`src/rtl/intc_pkg.sv`:
```
// Shared types and constants for the multichannel interrupt controller.
package intc_pkg;

  // Arbiter states: IDLE offers nothing, OFFER drives irq with a held irq_id.
  typedef enum logic [0:0] {
    IDLE  = 1'b0,
    OFFER = 1'b1
  } arb_state_e;

  // Arbitration mode selectors for the ARB_MODE parameter.
  localparam int ARB_FIXED = 0;
  localparam int ARB_RR    = 1;

  // Width of a per-channel pending counter able to hold 0..depth.
  function automatic int pend_cnt_width(input int depth);
    return $clog2(depth + 1);
  endfunction

endpackage

```
`src/rtl/intc_pend_counter.sv`:
```
// Saturating per-channel pending-request counter with sticky overflow flag.
module intc_pend_counter
  import intc_pkg::*;
#(
  parameter int PEND_DEPTH = 32,
  parameter int CW         = pend_cnt_width(PEND_DEPTH)
) (
  input  logic          clk,
  input  logic          rst_n,
  input  logic          req,
  input  logic          reti,
  input  logic          ovf_clr,
  output logic [CW-1:0] pend_cnt,
  output logic          ovf
);

  localparam logic [CW-1:0] DEPTH_C = CW'(PEND_DEPTH);
  localparam logic [CW-1:0] ONE_C   = CW'(1);

  logic [CW-1:0] cnt_q, cnt_d;
  logic          ovf_q, ovf_d;

  // Next count/overflow: a dropped request sets ovf after the clear so set wins.
  always_comb begin
    cnt_d = cnt_q;
    ovf_d = ovf_q;
    if (ovf_clr) begin
      ovf_d = 1'b0;
    end
    case ({req, reti})
      2'b10: begin
        if (cnt_q < DEPTH_C) begin
          cnt_d = cnt_q + ONE_C;
        end else begin
          ovf_d = 1'b1;
        end
      end
      2'b01: begin
        if (cnt_q != '0) begin
          cnt_d = cnt_q - ONE_C;
        end
      end
      2'b11: begin
        if (cnt_q == '0) begin
          cnt_d = ONE_C;
        end
      end
      default: begin
      end
    endcase
  end

  // Count and overflow registers, cleared asynchronously.
  always_ff @(posedge clk or negedge rst_n) begin
    if (!rst_n) begin
      cnt_q <= '0;
      ovf_q <= 1'b0;
    end else begin
      cnt_q <= cnt_d;
      ovf_q <= ovf_d;
    end
  end

  assign pend_cnt = cnt_q;
  assign ovf      = ovf_q;

endmodule

```
`src/rtl/intc_multichannel.sv`:
```
// Multichannel interrupt controller: per-channel pending counters feeding a
// two-state arbiter that offers one channel at a time and tracks in-service.
module intc_multichannel
  import intc_pkg::*;
#(
  parameter int NUM_CH     = 3,
  parameter int PEND_DEPTH = 32,
  parameter int ARB_MODE   = ARB_FIXED
) (
  input  logic                      clk,
  input  logic                      rst_n,
  input  logic [NUM_CH-1:0]         int_req,
  input  logic [NUM_CH-1:0]         int_en,
  input  logic [NUM_CH-1:0]         reti,
  input  logic                      irq_ack,
  input  logic [NUM_CH-1:0]         ovf_clr,
  output logic [NUM_CH-1:0]         int_flag,
  output logic                      irq,
  output logic [$clog2(NUM_CH)-1:0] irq_id,
  output logic [NUM_CH-1:0]         in_service,
  output logic [NUM_CH-1:0]         ovf
);

  localparam int IDW = $clog2(NUM_CH);
  localparam int CW  = pend_cnt_width(PEND_DEPTH);
  localparam logic [IDW-1:0] LAST_ID = IDW'(NUM_CH - 1);
  localparam logic [IDW-1:0] ONE_ID  = IDW'(1);

  logic [CW-1:0]     pend_cnt [NUM_CH];
  logic [NUM_CH-1:0] eligible;

  arb_state_e        state_q, state_d;
  logic [IDW-1:0]    irq_id_q, irq_id_d;
  logic [IDW-1:0]    rr_ptr_q, rr_ptr_d;
  logic [NUM_CH-1:0] in_service_q, in_service_d;

  logic [IDW-1:0]    start_ptr;
  logic [IDW-1:0]    win_id;
  logic              win_found;
  int                cand;

  for (genvar g = 0; g < NUM_CH; g++) begin : g_ch
    intc_pend_counter #(
      .PEND_DEPTH(PEND_DEPTH),
      .CW        (CW)
    ) u_pend (
      .clk     (clk),
      .rst_n   (rst_n),
      .req     (int_req[g]),
      .reti    (reti[g]),
      .ovf_clr (ovf_clr[g]),
      .pend_cnt(pend_cnt[g]),
      .ovf     (ovf[g])
    );
  end

  // Flags follow the registered counts; enable only masks, never alters counts.
  always_comb begin
    int_flag = '0;
    for (int i = 0; i < NUM_CH; i++) begin
      int_flag[i] = int_en[i] & (pend_cnt[i] != '0);
    end
    eligible = int_flag & ~in_service_q;
  end

  // Winner search from start_ptr with wrap; fixed mode always starts at 0.
  always_comb begin
    start_ptr = (ARB_MODE == ARB_RR) ? rr_ptr_q : '0;
    win_found = 1'b0;
    win_id    = '0;
    cand      = 0;
    for (int k = 0; k < NUM_CH; k++) begin
      cand = (int'(start_ptr) + k) % NUM_CH;
      if (!win_found && eligible[cand]) begin
        win_found = 1'b1;
        win_id    = IDW'(cand);
      end
    end
  end

  // Arbiter next state; an ack in the same cycle as a reti re-marks service.
  always_comb begin
    state_d      = state_q;
    irq_id_d     = irq_id_q;
    rr_ptr_d     = rr_ptr_q;
    in_service_d = in_service_q & ~reti;
    case (state_q)
      IDLE: begin
        if (win_found) begin
          state_d  = OFFER;
          irq_id_d = win_id;
        end
      end
      OFFER: begin
        if (irq_ack) begin
          in_service_d[irq_id_q] = 1'b1;
          state_d                = IDLE;
          rr_ptr_d               = (irq_id_q == LAST_ID) ? '0 : irq_id_q + ONE_ID;
        end else if (!eligible[irq_id_q]) begin
          state_d = IDLE;
        end
      end
      default: begin
        state_d = IDLE;
      end
    endcase
  end

  // Arbiter registers, cleared asynchronously so no offer survives reset.
  always_ff @(posedge clk or negedge rst_n) begin
    if (!rst_n) begin
      state_q      <= IDLE;
      irq_id_q     <= '0;
      rr_ptr_q     <= '0;
      in_service_q <= '0;
    end else begin
      state_q      <= state_d;
      irq_id_q     <= irq_id_d;
      rr_ptr_q     <= rr_ptr_d;
      in_service_q <= in_service_d;
    end
  end

  assign irq        = (state_q == OFFER);
  assign irq_id     = irq_id_q;
  assign in_service = in_service_q;

endmodule

```
`config.mk`:
```
export PLATFORM = sky130hd
export DESIGN_NAME = intc_multichannel
export DESIGN_NICKNAME = d
export VERILOG_FILES = /design/src/rtl/intc_pkg.sv /design/src/rtl/intc_pend_counter.sv /design/src/rtl/intc_multichannel.sv
export SDC_FILE = /design/constraint.sdc
export NUM_CORES = 1
export LEC_CHECK = 0
export CAP_MARGIN = 20
export CORE_UTILIZATION = 55
export CTS_CLUSTER_DIAMETER = 80
export CTS_CLUSTER_SIZE = 16
export DETAILED_ROUTE_END_ITERATION = 8
export GPL_ROUTABILITY_DRIVEN = 0
export PLACE_DENSITY = 0.8
export SYNTH_ARGS = -nofsm -noshare
export SYNTH_HDL_FRONTEND = slang
export SYNTH_SLANG_ARGS = --single-unit
```
`constraint.sdc`:
```
create_clock -name clk -period 2.6 [get_ports clk]
set_input_delay 0.26 -clock clk [delete_from_list [all_inputs] [get_ports clk]]
set_output_delay 0.26 -clock clk [all_outputs]
set_load 0.02 [all_outputs]
```
# --- Yosys cells after proc, flatten, opt, wreduce, memory -nomap -nowiden ---
# Index checks and enable logic that the tools add are counted.
totals:
  output_inout_bits: 12
  elab_cells: 101
  input_bits: 15
  reg_bits: 27
classes:
  eq_ne: 18
  mux: 36
  n_reduce_logical: 18
  add_sub_neg: 6
  bitwise: 9
  order_cmp: 5
op_table:
  columns: ["operator", "count"]
  rows:
  - ["$mux W6", 9]
  - ["$pmux W6 S3", 3]
  - ["$add A6 B1 Y6 const B", 3]
  - ["$logic_not A6 Y1", 3]
  - ["$lt A6 B6 Y1 const B", 3]
  - ["$mux W1", 18]
  - ["$reduce_bool A6 Y1", 3]
  - ["$sub A6 B1 Y6 const B", 3]
  - ["$eq A2 B2 Y1 const B", 6]
  - ["$ne A2 B1 Y1 const B", 6]
  - ["$reduce_and A4 Y1", 3]
  - ["$reduce_bool A3 Y1", 3]
  - ["$and A3 B3 Y3", 2]
  - ["$eq A2 B1 Y1 const B", 3]
  - ["$mux W3", 2]
  - ["$ne A2 B2 Y1 const B", 3]
  - ["$not A3 Y3", 2]
  - ["$and A1 B1 Y1", 3]
  - ["$logic_and A1 B1 Y1", 3]
  - ["$lt A2 B3 Y1 const B", 1]
  - ["$or A3 B3 Y3", 1]
  - ["$bmux W1 S2", 1]
  - ["$demux W1 S2", 1]
  - ["$ge A2 B1 Y1 const B", 1]
  - ["other kinds (5)", 6]

# --- Longest topological paths before layout ---
# Gate-level depths: netlist of run 1.
logic_depth:
  word_depth: 12
  depth_mapped: 10
  mapped_depth_nobuf: 8

# --- Modules after synthesis ---
# Synthesis of run 1 repeated with hierarchy kept, for this count alone.
hier_totals:
  cells_unflattened: 213
  area_unflattened_um2: 1979.4
modules_own_cells:
  columns: ["module", "area_per_inst_um2", "instances", "seq_area_each_um2", "cells_per_inst"]
  rows:
  - ["intc_pend_counter at g_ch[1].u_pend ...", 495.5, 2, 175.2, 53]
  - ["intc_pend_counter at g_ch[0].u_pend", 566.8, 1, 175.2, 64]
  - ["intc_multichannel", 421.7, 1, 150.1, 43]

# --- Least setup slack after synthesis of run 1 ---
# OpenSTA, ideal clock, no wires.
synth_path:
  kind: "input port to flip-flop"
  startpoint: "input port int_req[0]"
  endpoint: "register g_ch[0].u_pend.cnt_q[4]"
  setup_time_ps: 124
  arrival_time_ps: 1899
  stages: 8
  n_path_buf: 0
  slack_ps: 577
  required_ps: 2476
  path_cell_list: "nand2b_1 -> xnor2_1 -> ha_1 -> or3_2 -> a211oi_1 -> nor2_1 -> and3b_1 -> a211o_1"
synth_between:
  elab_chain_cells: 3
  elab_cells_between_ends: 9
  cone_classes: "eq/ne (6); mux (1); reduce/logical (2)"
synth_lines:
  columns: ["item", "line", "rtl"]
  rows:
  - ["start, declared", "intc_multichannel.sv:12", "input logic [NUM_CH-1:0] int_req,"]
  - ["$eq A2 B2 Y1 / $eq A2 B1 Y1 (equally long branches)", "intc_pend_counter.sv:30", "case ({req, reti})"]
  - ["$ne A2 B1 Y1 (no line) (tied with other cells)", null, null]
  - ["$reduce_and A4 Y1 (no line)", null, null]
  - ["end signal, assigned", "intc_pend_counter.sv:59", "cnt_q <= cnt_d;"]
  - ["end, declared", "intc_pend_counter.sv:20", "logic [CW-1:0] cnt_q, cnt_d;"]
# Parallel ways exist; a longest one is shown, timed or not.
# A chain may end at the register's enable or synchronous reset.

# --- Worst setup path after layout of run 1 ---
layout_path:
  startpoint: "register g_ch[1].u_pend.cnt_q[1]"
  endpoint: "output port int_flag[1]"
layout_between:
  elab_chain_cells: 2
layout_lines:
  columns: ["item", "line", "rtl"]
  rows:
  - ["start, declared", "intc_pend_counter.sv:20", null]
  - ["start signal, assigned", "intc_pend_counter.sv:59", null]
  - ["$reduce_bool A6 Y1", "intc_multichannel.sv:61", "int_flag[i] = int_en[i] & (pend_cnt[i] != '0);"]
  - ["$and A1 B1 Y1", "intc_multichannel.sv:61", null]
  - ["end, declared", "intc_multichannel.sv:17", "output logic [NUM_CH-1:0] int_flag,"]
# Every way passes these cells.

==> results by stage, run 1 <==
Status:
- The run finished with clean final reports.

Yosys:
- The most instantiated flip-flop cell in the synthesis netlist is sky130_fd_sc_hd__dfrtp_1.
- Measured against the total synthesized area, the mux share comes to 0.0220.
- By area the synthesized netlist is led by sky130_fd_sc_hd__dfrtp_1 35%, sky130_fd_sc_hd__nor2_1 5.2%, sky130_fd_sc_hd__ha_1 3.9%, sky130_fd_sc_hd__a21oi_1 3.4%, sky130_fd_sc_hd__o21ai_0 3.4%.
- The count of flip-flops with a built-in enable after synthesis is 0.
- Of the total synthesized cell area, the portion taken by full adders, half adders and majority gates is 0.0389.
- Summed over all instances, the cell type with the most area after synthesis is sky130_fd_sc_hd__dfrtp_1.
- The area fraction in compound gates after synthesis came to 0.262.
- After synthesis the netlist holds a flip-flop and latch count of 27.
- The area fraction in and, or, nand and nor cells after synthesis is 0.233.
- After synthesis, the largest family of logic cells by area is compound AO/OA/AOI/OAI gates.
- The xor-xnor portion of the synthesized cell area is 0.0363.
- The count of distinct cell types in the synthesized netlist is 56.
- In the synthesized netlist the async set-or-reset flop fraction comes to 1.00.
- The proportion of synthesized chip area in sequential cells is 0.350.
- The post-synthesis average cell area is 8.55 µm².
- For this run, the number of Yosys warnings is 0.
- The post-synthesis net count is 247.
- The count of mapped cells out of synthesis is 226.
- The total standard cell area after synthesis is 1930 µm².
- The portion of synthesized cell area occupied by the leading cell type is 0.350.

Layout:
- From synthesis to final layout, the design area changed by 20.9%.
- The total area of sequential cells is 678 µm².
- The final-layout fill cell count is 301.
- In the layout the commonest cells are 27 x sky130_fd_sc_hd__nor2_1, 25 x sky130_fd_sc_hd__dfrtp_1, 25 x sky130_fd_sc_hd__clkdlybuf4s50_1.
- The repair_antennas step left the layout with diodes totalling 0.
- The share of layout cells above drive strength 1 is 0.119.
- For this run, the post-layout net count is 282.
- The library cell used most frequently in the layout, excluding fill and tap cells, is sky130_fd_sc_hd__nor2_1.
- The area taken by multi-input logic gates is 1140 µm².

Routing:
- The count of vias placed by the detailed router is 1854.
- After detailed routing, the number of remaining DRC violations is 0.
- For this block, the initial DRC count from the detailed router was 134.
- The length of the first detailed-routing pass in iterations is 4.
- In the final routed layout, each cell accounts on average for 14.5 µm.
- Once detail routing completed, the nets flagged for antenna violations numbered 0.
- The via density per instance is 6.06.
- The routed design has 4440 µm of wire.

Timing:
- The worst clock skew on the final layout is 0.0133 ns.
- Summed over all failing endpoints, the final setup total negative slack is 0 ns.
- The count of endpoints failing setup in the final report is 0.
- Setup repair after global routing left no endpoint under its margin.
- The number of hold violations in the final report is 0.
- The share of the cycle needed by the critical path after routing is 0.911.
- The final critical delay including setup and external delays is 2.37 ns.
- Based on the critical path, the design can be clocked at up to 422 MHz.
- The slew of the pin with the lowest slew margin is 0.517 ns.
- The max-slew violation count is 0.
- Measured against its own limit, the worst slew margin works out to 0.646.
- On the final layout, the worst hold slack is 0.279 ns.

Clock network:
- The H-tree depth is 1.
- The later pin in the worst-skew pair is clocked with a latency of 0.33 ns.
- Clock-pin slew was measured on the worst setup and hold paths at 0.16 ns.
- The number of clock buffers added by TritonCTS is 3.
- Clock tree synthesis selected as its root buffer the cell sky130_fd_sc_hd__clkbuf_4.
- The number of buffers between clock root and the deepest sink is 2.
- The CTS tree is yes.
- CTS saw 27 sinks.

Setup path:
- In this design, the stage delay of the slowest critical-path cell is 0.54 ns.
- The required time of the worst setup path is 2.34 ns.
- The worst setup path is launched from a flop.
- The slowest cell on the critical path is sky130_fd_sc_hd__clkdlybuf4s50_1.
- The category of the worst setup path capture point is a primary output.
- At the worst endpoint, the arrival time is 2.11 ns.
- The number of cells on the worst reg-to-reg path is 7.
- In this run the worst path has a maximum fanout of 9.
- The signal on the critical path passes through or3_4, nor4_4, nor2b_1, clkdlybuf4s50_1.
- The classification of the worst setup path is flop to primary output.

Power:
- The share of total power dissipated in sequential elements is 0.397.
- IR analysis of the VDD net gives a maximum drop of 595 µV.
- The design draws 2.36 mW.
- In this run the static leakage power is 1.03 nW.
- The internal power component is 1.29 mW.
- The share of total power dissipated in combinational logic is 0.520.
- Dividing total power by cell area gives a power density of 1010 nW/µm².
- The switching part of the total power is 0.454.
- The net switching power figure is 1.07 mW.
- The share of total power dissipated in the clock network is 0.083.

Floorplanning:
- Measured along the x axis, the die boundary spans 61.3 µm.
- The initial utilization of the core area, before any placement, comes to 0.574.
- The core outline area is 3360 µm².
- The y dimension of the die is 61.3 µm.
- The number of placed I/O pins is 27.
- The cell row count is 21.
- The area enclosed by the die boundary is 3750 µm².

GRT:
- The fraction of met1 tracks used by global routing is 0.353.
- In this run the most used layer during global routing was met2.
- For met3 alone, demand over resource in global routing was 0.0273.
- The number of global-route vias before repair was 1544.
- The total global routing overflow is 0.
- For this run, the total global-route usage over all layers was measured as 0.248.
- The number of antenna violations at the first check in global routing is 0.
- The fraction of met2 tracks used by global routing is 0.399.
- The largest net degree at the start of global routing is 28.
- The global-route wire length before repair is 6970 µm.

Worst hold path:
- The tightest min-delay check is of the input pin to async pin type.

Place:
- Buffers placed on the I/O ports in this run total 26.
- The half-perimeter wire length after detailed placement is 3350 µm.

Job:
- Across the run, the number of max-cap violations was 0.
-- cells by family (layout without fill, tap and decap cells) --
logic type	count (synthesis)	count (layout)
AO/OA/AOI/OAI	72	72
adder cells (fa/ha/maj)	6	6
XOR/XNOR	8	8
flip-flops	27	27
buffers and inverters	26	60
AND/OR/NAND/NOR	83	83
multiplexers	4	4
-- cell usage after synthesis, types with 2 or more instances --
master and instances:
sky130_fd_sc_hd__nand2b_1 5, sky130_fd_sc_hd__a31oi_1 5, sky130_fd_sc_hd__xnor2_1 5, sky130_fd_sc_hd__buf_2 3, sky130_fd_sc_hd__or3_1 2, sky130_fd_sc_hd__and3_1 3, sky130_fd_sc_hd__mux2_2 2, sky130_fd_sc_hd__a211oi_1 6
sky130_fd_sc_hd__nand3_1 5, sky130_fd_sc_hd__o211ai_1 2, sky130_fd_sc_hd__dfrtp_1 27, sky130_fd_sc_hd__clkbuf_1 3, sky130_fd_sc_hd__nor2_1 27, sky130_fd_sc_hd__a22o_1 4, sky130_fd_sc_hd__o22ai_1 2, sky130_fd_sc_hd__ha_1 6
sky130_fd_sc_hd__o31ai_1 3, sky130_fd_sc_hd__o2bb2ai_1 2, sky130_fd_sc_hd__nand3b_1 2, sky130_fd_sc_hd__o32ai_1 2, sky130_fd_sc_hd__or3_4 2, sky130_fd_sc_hd__o211a_1 2, sky130_fd_sc_hd__nor3_1 8, sky130_fd_sc_hd__a22oi_1 5
sky130_fd_sc_hd__nor4_1 2, sky130_fd_sc_hd__mux2i_1 2, sky130_fd_sc_hd__buf_4 3, sky130_fd_sc_hd__xor2_1 3, sky130_fd_sc_hd__nand2_1 11, sky130_fd_sc_hd__nor2b_1 4, sky130_fd_sc_hd__inv_1 16, sky130_fd_sc_hd__a21oi_1 13
sky130_fd_sc_hd__o21ai_0 13, sky130_fd_sc_hd__a211o_1 2, sky130_fd_sc_hd__a21o_1 3
-- through the flow --
step / cells / cell area [µm²] / util / worst slack [ns]
after global placement: 302 / 2300 / 0.683 / 0.209
after detailed placement: 302 / 2300 / 0.683 / 0.143
after global routing: 306 / 2330 / 0.694 / 0.146
final: 306 / 2330 / 0.694 / 0.231
after floorplan: 226 / 1930 / - / 0.577
after CTS: 306 / 2330 / 0.693 / 0.0527
-- routing by layer --
metal / vias to the layer above / part of all wire
li1: 907 / -
met2: 58 / 0.46
met5: - / 0
met4: 0 / 0.0050
met1: 887 / 0.49
met3: 2 / 0.046
-- final cells by class --
type / instances / area share
well taps: 46 / 0.0247
clock buffers: 3 / 0.00965
inverters: 17 / 0.0273
repair buffers: 39 / 0.154
multi-input cells: 173 / 0.490
flip-flops and latches: 27 / 0.290
clock inverters: 1 / 0.00375
-- worst paths after layout --
kind	from	endpoint	slack, ns
worst max-delay path	g_ch[1].u_pend.pend_cnt[1]	int_flag[1]	0.23
worst min-delay path	rst_n	g_ch[2].u_pend.pend_cnt[2]	0.28
worst max register to register	g_ch[0].u_pend.pend_cnt[1]	g_ch[0].u_pend.pend_cnt[4]	0.52
worst min register to register	g_ch[2].u_pend.ovf	g_ch[2].u_pend.ovf	0.55
max in group asynchronous	rst_n	g_ch[0].u_pend.pend_cnt[2]	2.04
min in group clk	ovf_clr[2]	g_ch[2].u_pend.ovf	0.46
-- sequential cells by signal, summed over array words and instances, names as in the netlist --
register / cells
g_ch.u_pend.ovf: 3
g_ch.u_pend.pend_cnt: 18
in_service: 3
irq: 1
irq_id: 2
-- power groups by stage --
stage                     Sequential (mW)  Clock [mW]  Combinational (mW)
after global placement              0.919           0                1.18
after detailed placement            0.921           0                1.23
after global routing                0.965       0.220                1.36
after CTS                           0.916       0.204                1.23
final                               0.935       0.196                1.23
after floorplan                     0.849           0               0.919
-- critical path: cells and delay by family, from the launching register on --
family	cells	cell delay [ns]
AND/OR/NAND/NOR	3	0.71
buffers and inverters	1	0.54
flip-flops	1	0.52
-- what timing repair did --
item,4_1_cts,5_1_grt
setup endpoints to repair,0,1
setup buffers,0,0
hold buffers,0,0
resized for setup,0,3
Note: power is estimated with default switching activity, not from simulation.
==> run 2: changes to the inputs <==
CORE_MARGIN = 5   (was default)
PLACE_DENSITY = 0.89   (was 0.8)
==> run 2 against run 1 <==
- register-to-register slack got worse by 0.04 ns
- largest cell class unchanged
- sequential power fell by 1%
- critical path type unchanged
- routed wire length decreased by 1.1%
- critical endpoint is now int_flag[0]
- worst hold slack lost 0.023 ns
- sequential cell count did not move
- clock-buffer cell count unchanged
==> results by stage, run 2 (synthesized netlist as in run 1, its figures left out) <==
Status:
- The flow ran to the end, and the final reports show no timing, DRC or antenna violations.

Clock network:
- The tree is rooted in a sky130_fd_sc_hd__clkbuf_4.
- The CTS tree is yes.
- The number of buffers between clock root and the deepest sink was 2 (unchanged).
- The insertion delay of the later-clocked pin in the worst-skew pair is 0.34 ns (about the same).
- The hold buffer count at cts is 0 (unchanged).
- The CTS clock-pin slew for the worst setup and hold paths is 0.16 ns (about the same).
- The count of clock tree sinks is 27 (unchanged).
- The CTS buffer count came to 3 (unchanged).
- The H-tree depth is 1 (unchanged).

Timing:
- The count of endpoints failing setup in the final report was 0 (unchanged).
- The maximum clock frequency is 398 MHz (-5.8%).
- The final critical delay including setup and external delays is 2.51 ns (+0.145 ns).
- The share of the cycle needed by the critical path after routing is 0.967 (+0.0559).
- The max-slew violation count is 0 (unchanged).
- Setup repair after global routing left no endpoint under its margin.
- The normalized max-slew margin was 0.629 (-0.0174).
- The final hold slack is 0.256 ns (-0.0225 ns).
- The worst clock skew on the final layout came to 0.00644 ns (-0.00690 ns).
- The slew of the pin with the lowest slew margin came to 0.543 ns (+0.0254 ns).
- The final total negative setup slack is 0 ns (unchanged).
- The number of hold violations in the final report is 0 (unchanged).

Floorplanning:
- The cell row count came to 21 (unchanged).
- The horizontal extent of the die is 69.3 µm (+13%).
- The area enclosed by the die boundary is 4800 µm² (+28%).
- The core outline area is 3360 µm² (unchanged).
- The number of placed I/O pins is 27 (unchanged).
- The y dimension of the die is 69.3 µm (+13%).
- The effective utilization at floorplan is 0.574 (unchanged).

Layout:
- The cell area after layout is 2300 µm² (-1.4%).
- The library cells used most frequently in the layout, excluding fill and tap cells, are 27 x sky130_fd_sc_hd__nor2_1, 26 x sky130_fd_sc_hd__dfrtp_1, 26 x sky130_fd_sc_hd__clkdlybuf4s50_1.
- The number of flip-flops under the largest register name is 18 (unchanged).
- The number of standard cells in the final layout excluding fillers is 302 (-1.3%).
- The share of layout cells above drive strength 1 was 0.102 (-0.0177).
- The number of nets in the layout was 278 (-1.4%).
- Relative to the synthesized area, the layout overhead comes to 19.1%.
- Leaving out fill and tap cells, the most frequent cell in the layout is sky130_fd_sc_hd__nor2_1.
- The final core utilization is 0.684 (-0.0100).
- The number of antenna diodes is 0 (unchanged).

Setup path:
- The kind of cell with the highest combined delay along the critical path is simple AND/OR/NAND/NOR gates.
- The required time of the worst setup path is 2.34 ns (about the same).
- The critical path goes through or3_4, or2_4, and2_2, clkdlybuf4s50_1.
- The arrival time at the worst endpoint is 2.25 ns (+0.14 ns).
- The slowest cell on the critical path is sky130_fd_sc_hd__clkdlybuf4s50_1.
- The sort of element at the start of the critical path is a flop.
- The number of buffer and inverter stages on the critical path came to 1 (unchanged).
- The stage delay of the slowest cell on the critical path is 0.53 ns (about the same).
- The category of the worst setup path capture point is a primary output.
- The critical path is of the flop to primary output type.
- The top fanout value on the critical path is 7 (-2).

GRT:
- The total global routing overflow is 0 (unchanged).
- The overall fraction of global-route tracks in use came to 0.184 (-0.0635).
- The global-route wire length before repair is 7580 µm (+8.7%).
- The number of antenna violations at the first check in global routing came to 0 (unchanged).
- The largest net degree at the start of global routing is 28 (unchanged).
- The number of global-route vias before repair is 1664 (+7.8%).

Power:
- The net switching power figure was 1.06 mW (-1.0%).
- The proportion of power drawn by flip-flops and latches is 0.395 (-0.002).
- The internal power component is 1.28 mW (-0.49%).
- The combinational fraction of design power is 0.520 (about the same).
- The power density over the cells is 1020 nW/µm² (+0.73%).
- The switching part of the total power was 0.453 (-0.00131).
- The peak supply drop is 607 µV (+1.9%).
- The leakage power was 0.997 nW (-2.9%).
- The clock group share of total power is 0.084 (about the same).

Routing:
- The length of the first detailed-routing pass in iterations came to 4 (unchanged).
- The count of vias placed by the detailed router is 1819 (-1.9%).
- The via density per instance is 6.02 (-0.59%).
- The remaining antenna violation count after routing is 0 (unchanged).
- The per-cell routed wire length is 14.5 µm (+0.18%).
- The number of DRC violations after detailed-routing iteration 0 was 94 (-30%).
- The total wire length was 4390 µm (-1.1%).
- The number of DRC violations after detailed routing was 0 (unchanged).

Place:
- The half-perimeter wire length after detailed placement is 3420 µm (+2.0%).
- The number of placed instances with taps included is 298 (-1.3%).
- The cell area after placement is 2270 µm² (-1.3%).
- The number of buffers inserted by port buffering is 26 (unchanged).

Worst hold path:
- The min-delay analysis places its worst path in the category input pin to async pin.

Job:
- The count of max-cap constraint violations is 0 (unchanged).
run 2: worst paths after layout:
kind | startpoint | to | slack (ns) | depth (start not counted)
worst max-delay path | g_ch[0].u_pend.pend_cnt[1] | int_flag[0] | 0.09 | 4
worst min-delay path | rst_n | g_ch[2].u_pend.pend_cnt[1] | 0.26 | 2
worst max register to register | g_ch[0].u_pend.pend_cnt[1] | g_ch[0].u_pend.pend_cnt[4] | 0.48 | 7
worst min register to register | g_ch[2].u_pend.ovf | g_ch[2].u_pend.ovf | 0.55 | 2
max in group asynchronous | rst_n | g_ch[0].u_pend.pend_cnt[2] | 2.07 | 2
min in group clk | ovf_clr[2] | g_ch[2].u_pend.ovf | 0.45 | 2
run 2: what timing repair did:
item,4_1_cts,5_1_grt
endpoints found under the hold margin,0,0
resized for setup,0,1
setup buffers,0,0
endpoints found under the setup margin,0,1
run 2: power by group through the flow:
stage / Combinational [mW] / Sequential (mW) / Clock (mW)
finish: 1.22 / 0.925 / 0.197
global route: 1.34 / 0.957 / 0.216
CTS: 1.22 / 0.911 / 0.200
detailed placement: 1.21 / 0.917 / 0
global placement: 1.17 / 0.915 / 0
floorplan: 0.919 / 0.849 / 0
run 2: cell type report:
| type | count | area, µm² |
|---|---|---|
| clock buffer | 3 | 22.5 |
| clock inverter | 1 | 8.76 |
| fill | 295 | 1060 |
| inverter | 17 | 63.8 |
| multi-input combinational | 173 | 1140 |
| sequential | 27 | 677 |
| tap | 46 | 57.6 |
| timing repair buffer | 35 | 328 |
run 2: per-layer routing:
metal  track usage  routed length, µm  vias up
met4        0.0499                 52        0
met5             0                  0        -
met1         0.239               2000      864
li1              -                  -      891
met2         0.320               2140       56
met3        0.0261                194        8
run 2: per-stage QoR:
stage	setup slack [ns]	total power [mW]
5_1_grt	0.00270	2.52
3_3_place_gp	0.143	2.08
4_1_cts	0.0684	2.33
6_report	0.0856	2.34
3_5_place_dp	0.0382	2.13
2_1_floorplan	0.577	1.77
==> run 3: changes to the inputs <==
CELL_PAD_IN_SITES_DETAIL_PLACEMENT = 0   (was default)
CELL_PAD_IN_SITES_GLOBAL_PLACEMENT = 1   (was default)
CORE_UTILIZATION = 41   (was 55)
PLACE_DENSITY = 0.88   (was 0.89)
SLEW_MARGIN = 5   (was default)
==> run 3 against run 2 <==
- routed wire length up 4.1%
- worst setup slack gained 0.037 ns
- register-to-register slack better by 0.05 ns
- core utilization is 18 points lower
- via count is 2.4% lower
- global-route usage shrank 3.1 points
==> results by stage, run 3 (synthesized netlist as in run 1, its figures left out) <==
Timing:
- The number of hold violations in the final report is 0 (unchanged).
- The final critical delay including setup and external delays is 2.48 ns (-0.0368 ns).
- The slew of the pin with the lowest slew margin is 0.533 ns (-0.0102 ns).
- The count of endpoints failing setup in the final report is 0 (unchanged).
- The final worst-path setup slack is 0.122 ns (+0.0368 ns).
- Setup repair after global routing left no endpoint under its margin.
- The share of the cycle needed by the critical path after routing is 0.953 (-0.0141).
- The normalized max-slew margin is 0.636 (+0.00697).
- The max-slew violation count is 0 (unchanged).
- The final total negative setup slack is 0 ns (unchanged).
- The worst clock skew on the final layout is 0.00233 ns (-0.00412 ns).
- The maximum clock frequency is 404 MHz (+1.5%).

Floorplanning:
- The area enclosed by the die boundary came to 6180 µm² (+29%).
- The effective utilization at floorplan is 0.414 (-0.160).
- The core outline area is 4660 µm² (+39%).
- The number of placed I/O pins is 27 (unchanged).
- The y dimension of the die was 78.6 µm (+14%).
- The cell row count is 25 (+19%).
- The horizontal extent of the die was 78.6 µm (+14%).

Setup path:
- The arrival time at the worst endpoint is 2.22 ns (-0.03 ns).
- The classification of the worst setup path is flop to primary output.
- The end of the worst register-to-register path is g_ch[0].u_pend.pend_cnt[4].
- The worst setup path is launched from a flop.
- The worst register-to-register path begins at g_ch[0].u_pend.pend_cnt[1].
- The top fanout value on the critical path is 7 (unchanged).
- The worst setup path is captured at a primary output.
- The worst-case register-to-register setup slack is 0.53 ns (+0.05 ns).
- The required time of the worst setup path is 2.34 ns (about the same).
- The number of cells on the worst reg-to-reg path is 7 (unchanged).

GRT:
- The largest net degree at the start of global routing came to 28 (unchanged).
- The overall fraction of global-route tracks in use is 0.153 (-0.0311).
- The global-route wire length before repair is 7850 µm (+3.6%).
- The number of global-route vias before repair came to 1662 (-0.12%).
- The number of antenna violations at the first check in global routing is 0 (unchanged).
- The total global routing overflow came to 0 (unchanged).

Clock network:
- The insertion delay of the later-clocked pin in the worst-skew pair was 0.27 ns (-0.07 ns).
- The CTS buffer count was 3 (unchanged).
- The count of instances resized after the clock tree is built was 0 (unchanged).
- The clock tree root driver cell is sky130_fd_sc_hd__clkbuf_8.
- The CTS tree is yes.
- The number of buffers between clock root and the deepest sink is 2 (unchanged).
- The CTS clock-pin slew for the worst setup and hold paths is 0.10 ns (-0.06 ns).
- The count of clock tree sinks came to 27 (unchanged).
- The H-tree depth is 1 (unchanged).
- The hold buffer count at cts is 0 (unchanged).
- The setup fix buffers added after clock tree synthesis is 0 (unchanged).

Worst hold path:
- The min-delay analysis places its worst path in the category input pin to async pin.

Power:
- The leakage power came to 1.01 nW (+1.6%).
- The switching part of the total power is 0.441 (-0.0121).
- The power density over the cells was 1020 nW/µm² (about the same).
- The peak supply drop is 604 µV (-0.48%).
- The net switching power figure is 1.05 mW (-1.2%).
- The clock group share of total power came to 0.104 (+0.020).
- The combinational fraction of design power was 0.508 (-0.012).
- The proportion of power drawn by flip-flops and latches is 0.387 (-0.008).
- The internal power component came to 1.33 mW (+3.8%).

Layout:
- The number of standard cells in the final layout excluding fillers is 312 (+3.3%).
- The synthesis-to-finish area growth is 21.0%.
- The final-layout fill cell count is 459 (+56%).
- The number of flip-flops under the largest register name is 18 (unchanged).
- The number of antenna diodes was 0 (unchanged).
- The number of nets in the layout is 280 (+0.72%).
- The share of layout cells above drive strength 1 is 0.101 (-0.000787).
- In the layout the commonest cells are 27 x sky130_fd_sc_hd__nor2_1, 27 x sky130_fd_sc_hd__dfrtp_1, 26 x sky130_fd_sc_hd__clkdlybuf4s50_1.

Routing:
- The number of DRC violations after detailed routing is 0 (unchanged).
- The count of vias placed by the detailed router came to 1775 (-2.4%).
- The number of DRC violations after detailed-routing iteration 0 is 172 (+83%).
- The length of the first detailed-routing pass in iterations is 4 (unchanged).
- The via density per instance is 5.69 (-5.5%).
- The total wire length is 4570 µm (+4.1%).
- The remaining antenna violation count after routing is 0 (unchanged).
- The per-cell routed wire length is 14.6 µm (+0.74%).

Place:
- The number of placed instances with taps included is 308 (+3.4%).
- The half-perimeter wire length after detailed placement came to 3460 µm (+1.1%).
- The number of buffers inserted by port buffering is 26 (unchanged).
- The post-place setup slack was 0.0915 ns (+0.0534 ns).

Job:
- The count of max-cap constraint violations came to 0 (unchanged).

Status:
- The flow ran to the end, and the final reports show no timing, DRC or antenna violations.
## run 3: layer usage
layer	wire length (µm)	up-vias	GRT usage
li1	-	891	-
met1	2100	853	0.204
met2	2300	27	0.266
met3	138	4	0.0264
met4	29	0	0.0210
met5	0	-	0
## run 3: stage by stage
step | power (mW) | instance area (µm²) | utilization | hold WS [ns]
6_report | 2.38 | 2340 | 0.502 | 0.357
5_1_grt | 2.59 | 2340 | 0.502 | 0.398
4_1_cts | 2.39 | 2340 | 0.502 | 0.376
3_5_place_dp | 2.14 | 2290 | 0.492 | 0.527
3_3_place_gp | 2.11 | 2290 | 0.492 | 0.519
2_1_floorplan | 1.77 | 1930 | - | -0.0356
## run 3: critical path, cell delays in order (launching register included)
cell	delay (ns)
sky130_fd_sc_hd__dfrtp_1	0.48
sky130_fd_sc_hd__or3_4	0.44
sky130_fd_sc_hd__or2_4	0.30
sky130_fd_sc_hd__and2_2	0.19
sky130_fd_sc_hd__clkdlybuf4s50_1	0.53
## run 3: power by group through the flow
stage	registers (mW)	logic, mW	clock network, mW
floorplan	0.849	0.919	0
global placement	0.923	1.19	0
detailed placement	0.926	1.21	0
CTS	0.918	1.22	0.255
global route	0.966	1.36	0.272
finish	0.921	1.21	0.248
## run 3: how the worst max path moves through the flow
stage,from,endpoint,depth (start not counted),slack [ns]
4_1_cts,g_ch[0].u_pend.pend_cnt[2],int_flag[0],4,0.12
6_report,g_ch[0].u_pend.pend_cnt[2],int_flag[0],4,0.12
3_5_place_dp,int_req[0],g_ch[0].u_pend.pend_cnt[5],8,0.09
3_3_place_gp,int_req[0],g_ch[0].u_pend.pend_cnt[4],9,0.13
2_1_floorplan,int_req[0],g_ch[0].u_pend.pend_cnt[4],8,0.58
5_1_grt,g_ch[0].u_pend.pend_cnt[2],int_flag[0],4,0.06
## run 3: area by class of cell
type | instances | area, µm² | share of cell area
clock buffer | 4 | 45.0 | 0.0193
multi-input combinational | 173 | 1140 | 0.489
tap | 54 | 67.6 | 0.0289
timing repair buffer | 37 | 343 | 0.147
sequential | 27 | 676 | 0.289
inverter | 17 | 63.8 | 0.0273
